--- src/rtl/stopwatch_pkg.sv ---
// Shared definitions for the stopwatch control slice: FSM states, digit widths
// and the default button debounce length.
package stopwatch_pkg;

    typedef enum logic [1:0] {
        ST_IDLE = 2'd0,
        ST_RUN  = 2'd1,
        ST_LAP  = 2'd2,
        ST_STOP = 2'd3
    } state_t;

    localparam int UNITS_W              = 4;
    localparam int TENS_W               = 3;
    localparam int DEBOUNCE_CYC_DEFAULT = 20000;

endpackage

--- src/rtl/btn_debounce.sv ---
// One push-button front end: 2-flop synchronizer, stable-count debouncer and
// a one-cycle press pulse on the debounced rising edge.
module btn_debounce
    import stopwatch_pkg::*;
#(
    parameter int DEBOUNCE_CYC = DEBOUNCE_CYC_DEFAULT
) (
    input  logic CLK,
    input  logic RST_N,
    input  logic BTN,
    output logic PRESS
);

    localparam int               CNT_W   = $clog2(DEBOUNCE_CYC + 1);
    localparam logic [CNT_W-1:0] CNT_MAX = CNT_W'(DEBOUNCE_CYC - 1);

    logic             r_sync1;
    logic             r_sync2;
    logic             r_deb;
    logic             r_debPrev;
    logic [CNT_W-1:0] r_cnt;

    // Any sample that agrees with the accepted level restarts the count, so bounce is absorbed.
    always_ff @(posedge CLK or negedge RST_N) begin
        if (!RST_N) begin
            r_sync1   <= 1'b0;
            r_sync2   <= 1'b0;
            r_deb     <= 1'b0;
            r_debPrev <= 1'b0;
            r_cnt     <= '0;
        end else begin
            r_sync1   <= BTN;
            r_sync2   <= r_sync1;
            r_debPrev <= r_deb;
            if (r_sync2 == r_deb) begin
                r_cnt <= '0;
            end else if (r_cnt == CNT_MAX) begin
                r_deb <= ~r_deb;
                r_cnt <= '0;
            end else begin
                r_cnt <= r_cnt + 1'b1;
            end
        end
    end

    assign PRESS = r_deb & ~r_debPrev;

endmodule

--- src/rtl/stopwatch_ctrl.sv ---
// Stopwatch button control: sequences idle/run/lap/stop, drives the counter's
// run enable and clear pulse, and freezes the displayed digits at a lap point.
module stopwatch_ctrl
    import stopwatch_pkg::*;
#(
    parameter int DEBOUNCE_CYC = DEBOUNCE_CYC_DEFAULT
) (
    input  logic               CLK,
    input  logic               RST_N,
    input  logic               BTN_SS,
    input  logic               BTN_LC,
    input  logic [UNITS_W-1:0] NUM_1S,
    input  logic [TENS_W-1:0]  NUM_10S,
    output logic               START,
    output logic               CLR,
    output logic [UNITS_W-1:0] DISP_1S,
    output logic [TENS_W-1:0]  DISP_10S,
    output logic [1:0]         STATE
);

    logic w_ssPress;
    logic w_lcPress;

    state_t             r_state;
    logic               r_start;
    logic               r_clr;
    logic [UNITS_W-1:0] r_disp1s;
    logic [TENS_W-1:0]  r_disp10s;
    logic [UNITS_W-1:0] r_hold1s;
    logic [TENS_W-1:0]  r_hold10s;

    btn_debounce #(.DEBOUNCE_CYC(DEBOUNCE_CYC)) u_ssBtn (
        .CLK   (CLK),
        .RST_N (RST_N),
        .BTN   (BTN_SS),
        .PRESS (w_ssPress)
    );

    btn_debounce #(.DEBOUNCE_CYC(DEBOUNCE_CYC)) u_lcBtn (
        .CLK   (CLK),
        .RST_N (RST_N),
        .BTN   (BTN_LC),
        .PRESS (w_lcPress)
    );

    // Start/stop is checked first everywhere, so a coincident lap/clear press is dropped.
    always_ff @(posedge CLK or negedge RST_N) begin
        if (!RST_N) begin
            r_state   <= ST_IDLE;
            r_start   <= 1'b0;
            r_clr     <= 1'b0;
            r_disp1s  <= '0;
            r_disp10s <= '0;
            r_hold1s  <= '0;
            r_hold10s <= '0;
        end else begin
            r_clr     <= 1'b0;
            r_disp1s  <= NUM_1S;
            r_disp10s <= NUM_10S;
            case (r_state)
                ST_IDLE: begin
                    if (w_ssPress) begin
                        r_state <= ST_RUN;
                        r_start <= 1'b1;
                    end
                end
                ST_RUN: begin
                    if (w_ssPress) begin
                        r_state <= ST_STOP;
                        r_start <= 1'b0;
                    end else if (w_lcPress) begin
                        r_state   <= ST_LAP;
                        r_hold1s  <= NUM_1S;
                        r_hold10s <= NUM_10S;
                    end
                end
                ST_LAP: begin
                    if (w_ssPress) begin
                        r_state <= ST_STOP;
                        r_start <= 1'b0;
                    end else if (w_lcPress) begin
                        r_state <= ST_RUN;
                    end else begin
                        r_disp1s  <= r_hold1s;
                        r_disp10s <= r_hold10s;
                    end
                end
                ST_STOP: begin
                    if (w_ssPress) begin
                        r_state <= ST_RUN;
                        r_start <= 1'b1;
                    end else if (w_lcPress) begin
                        r_state <= ST_IDLE;
                        r_clr   <= 1'b1;
                    end
                end
                default: begin
                    r_state <= ST_IDLE;
                    r_start <= 1'b0;
                end
            endcase
        end
    end

    assign START    = r_start;
    assign CLR      = r_clr;
    assign DISP_1S  = r_disp1s;
    assign DISP_10S = r_disp10s;
    assign STATE    = r_state;

endmodule

--- config.mk ---
export PLATFORM = sky130hd
export DESIGN_NAME = stopwatch_ctrl
export DESIGN_NICKNAME = d
export VERILOG_FILES = /design/src/rtl/stopwatch_pkg.sv /design/src/rtl/btn_debounce.sv /design/src/rtl/stopwatch_ctrl.sv
export SDC_FILE = /design/constraint.sdc
export NUM_CORES = 1
export LEC_CHECK = 0
export ABC_AREA = 1
export CAP_MARGIN = 40
export CORE_ASPECT_RATIO = 0.9
export CORE_MARGIN = 8
export CORE_UTILIZATION = 35
export CTS_CLUSTER_SIZE = 28
export DETAILED_ROUTE_END_ITERATION = 8
export PLACE_DENSITY = 0.58
export SLEW_MARGIN = 40
export SYNTH_ARGS = -nofsm -noshare
export SYNTH_HDL_FRONTEND = slang
export SYNTH_HIERARCHICAL = 1
export SYNTH_SLANG_ARGS = --single-unit
--- constraint.sdc ---
create_clock -name CLK -period 1.2 [get_ports CLK]
set_input_delay 0.24 -clock CLK [delete_from_list [all_inputs] [get_ports CLK]]
set_output_delay 0.24 -clock CLK [all_outputs]
set_load 0.01 [all_outputs]
==> impl_results.md <==
* Hold_sp: BTN_SS
* Slowest library cell on the worst path: dfrtp_1
* Largest net degree at the start of global routing at 57
* Footprint of the multi-input gates at 1478 µm²
* DRC at 0
* WP buf/inv at 1
* Number of H-tree levels at 2
* CP endpoint kind: flip-flop
* Final setup fails at 29
* Global-route wire length before repair at 10140 µm
* Die height at 100.9 µm
* Global route overflow at 0
* Setup TNS at -1.763 ns
* Initial DRC count at 94
* Initial Utilization at 0.3544
* Worst reg2reg endpoint: u_lcBtn/r_cnt[5]$_DFF_PN0_
* DR pass1 iterations at 4
* Final period utilization at 1.088
* Post-route ant nets at 0
* Fmax at 0.7659 GHz
* Final Hold Vio Count at 0
* CTS tree: yes
* R2R Setup Slk at -0.11 ns
* P per Cell Area at 865.3 nW/µm²
* RR Startpoint: u_lcBtn/r_cnt[0]$_DFF_PN0_
* Die area at 11130 µm²
* #FFs+latches synth at 56
* Port Buffers at 21
* Critical path peak fanout at 8
* Status: finished, violations left
* Core area at 7913 µm²
* Min cycle time layout at 1.306 ns
* GR Util All Layers at 0.1116
* Initial antenna violation count at 0
* Vias per cell at 4.557
* CTS root buffer: clkbuf_8
* WP data arrival at 1.52 ns
* Max VDD drop at 0.5408 mV
* Sequential area share after synthesis at 0.4998
* Largest delay share family, worst path: simple AND/OR/NAND/NOR gates
* Total Wirelength at 5953 µm
* Worst-skew pair later-pin latency at 0.31 ns
* Final nets at 419
* Register area at 1406 µm²
* Ports at 22
* Synth top area cells: dfrtp_1 (50%), nand2_1 (11%), nor2_1 (8.0%)
* Worst Tran Pin Value at 0.2955 ns
* Critical Path Stages at 8
* Syn_nets at 356
* Overall Power at 3.247 mW
* Yosys cell types at 24
* Area leader, netlist: dfrtp_1
* Min Hold Slack at 0.3595 ns
* CP endpoint: u_lcBtn/r_cnt[5]$_DFF_PN0_
* Fillers at 779
* Place WS at -0.08415 ns
* Cells after synthesis at 338
* # diodes at 0
* Post-DP HPWL at 4065 µm
* Clk sinks at 56
* Worst Skew at 0.01047 ns
* Crit path from: u_lcBtn/r_cnt[0]$_DFF_PN0_
* CP Launch Type: flip-flop
* Final setup margin at -0.1056 ns
* Routability-driven placement congestion ratio at 0.8428
* Max-cap violations at 0
* Post-synth top area share at 0.4998
* Max-slew headroom at 0.8009
* Syn Area/Cell at 8.296 µm²
* Area grow syn2layout at 33.82%
* Worst-case clock buffer depth at 2
* Required time of the worst setup path at 1.41 ns
* Vias in the first global route at 2235
* Vias post-DR at 2283
* CTS clk-pin slew, worst paths at 0.11 ns
* Min-Delay Path Class: in -> reg
* Max incr delay on CP at 0.41 ns
* Final Util at 0.4742
* Critical-path cell list: ha_4 -> nand2_4 -> nor2_4 -> inv_2 -> nor2_4 -> nand2_4 -> nand2_8 -> nor2_1
* Share of layout cells above drive strength 1 at 0.3209
* Row cnt at 31
* Leakage at 1.634 nW
* Violated checks: setup timing
* Slew Viols, Final at 0
* Synth warn at 6
* TritonCTS buffer count at 5
* RSZ-0062 raised after global routing: yes
* Routed WL per cell at 11.88 µm
* Die Wd at 110.3 µm
* Synthesized area at 2804 µm²
* R2R depth at 8
* Setup CP Type: reg -> reg
[Yosys cell counts (all sizes together)]
cell / instances
nand2: 98
nor2: 69
dfrtp: 56
inv: 33
o21ai: 26
nand3: 14
nand4: 8
ha: 7
o21bai: 6
xor2: 6
a21oi: 4
xnor2: 4
buf: 3
nor3: 2
nor3b: 2
[worst min path at each step]
stage / cells past startpoint / to / slack (ns)
final: 1 / u_ssBtn/r_sync1$_DFF_PN0_ / 0.36
after global routing: 1 / u_ssBtn/r_sync1$_DFF_PN0_ / 0.37
after global placement: 2 / u_lcBtn/r_cnt[8]$_DFF_PN0_ / 0.26
after floorplan: 0 / CLR$_DFF_PN0_ / -0.06
after CTS: 1 / u_ssBtn/r_sync1$_DFF_PN0_ / 0.35
after detailed placement: 2 / u_lcBtn/r_cnt[8]$_DFF_PN0_ / 0.26
[repair_timing]
item | 4_1_cts | 5_1_grt
endpoints found under the hold margin | 56 | 0
setup endpoints to repair | 50 | 50
hold buffers | 1 | 0
pin swaps | 27 | 14
setup buffers | 7 | 7
gates resized for setup | 58 | 51
[worst register-to-register path: stages, from the launching register on]
cell and delay, ns:
dfrtp_1 0.41, ha_4 0.16, nand2_4 0.07, nor2_4 0.13
inv_2 0.07, nor2_4 0.12, nand2_4 0.09, nand2_8 0.11
nor2_1 0.05
[registers in the layout, summed over array words and instances, names as in the netlist, 2 cells and up]
name	count
DISP_1S	4
r_hold1s	4
u_lcBtn/r_cnt	15
DISP_10S	3
u_ssBtn/r_cnt	15
STATE	2
r_hold10s	3
[report_power, final]
group | switching (mW) | internal (mW)
clock | 0.659 | 0.421
sequential | 0.0263 | 1.92
combinational | 0.113 | 0.108
total | 0.798 | 2.45
[kinds of logic (layout without fill, tap and decap cells)]
logic type | after synthesis | after routing | synth area share
simple gates | 193 | 193 | 0.3066
flops | 56 | 56 | 0.4998
compound gates | 36 | 36 | 0.07229
buf+inv | 36 | 100 | 0.05354
xor+xnor | 10 | 10 | 0.03659
fa+ha+maj | 7 | 7 | 0.03123
[metrics by stage]
stage	instances	instance area, µm²
floorplan	338	2815
global placement	478	3324
detailed placement	478	3324
CTS	494	3576
global route	501	3752
finish	501	3752
[cell usage in the layout (no fill, tap or decap), types with 5 or more instances in the layout]
cell type,instances
buf_6,5
nand3_1,12
nand4_1,8
dfrtp_1,52
o21ai_1,14
inv_1,25
inv_2,5
nand2_2,23
nor2_2,9
ha_4,5
xor2_1,6
clkbuf_8,5
nor2_4,11
buf_4,29
o21ai_0,9
nand2_1,70
clkdlybuf4s15_1,5
clkdlybuf4s50_1,9
nor2_1,49
[metal layers]
metal / share of wire / wire [µm] / global-route usage
met1: 0.49 / 2908 / 0.1486
met2: 0.47 / 2827 / 0.1795
met3: 0.027 / 161 / 0.02238
met4: 0.0092 / 55 / 0.02764
met5: 0 / 0 / 0
[final cells by class]
| cell class | instances | share of cell area |
|---|---|---|
| timing repair buffer | 59 | 0.1384 |
| clock inverter | 3 | 0.006002 |
| tap | 99 | 0.03301 |
| multi-input combinational | 246 | 0.3938 |
| sequential | 56 | 0.3748 |
| clock buffer | 5 | 0.01834 |
| inverter | 33 | 0.03568 |
Power figures use the tool's default switching activity.
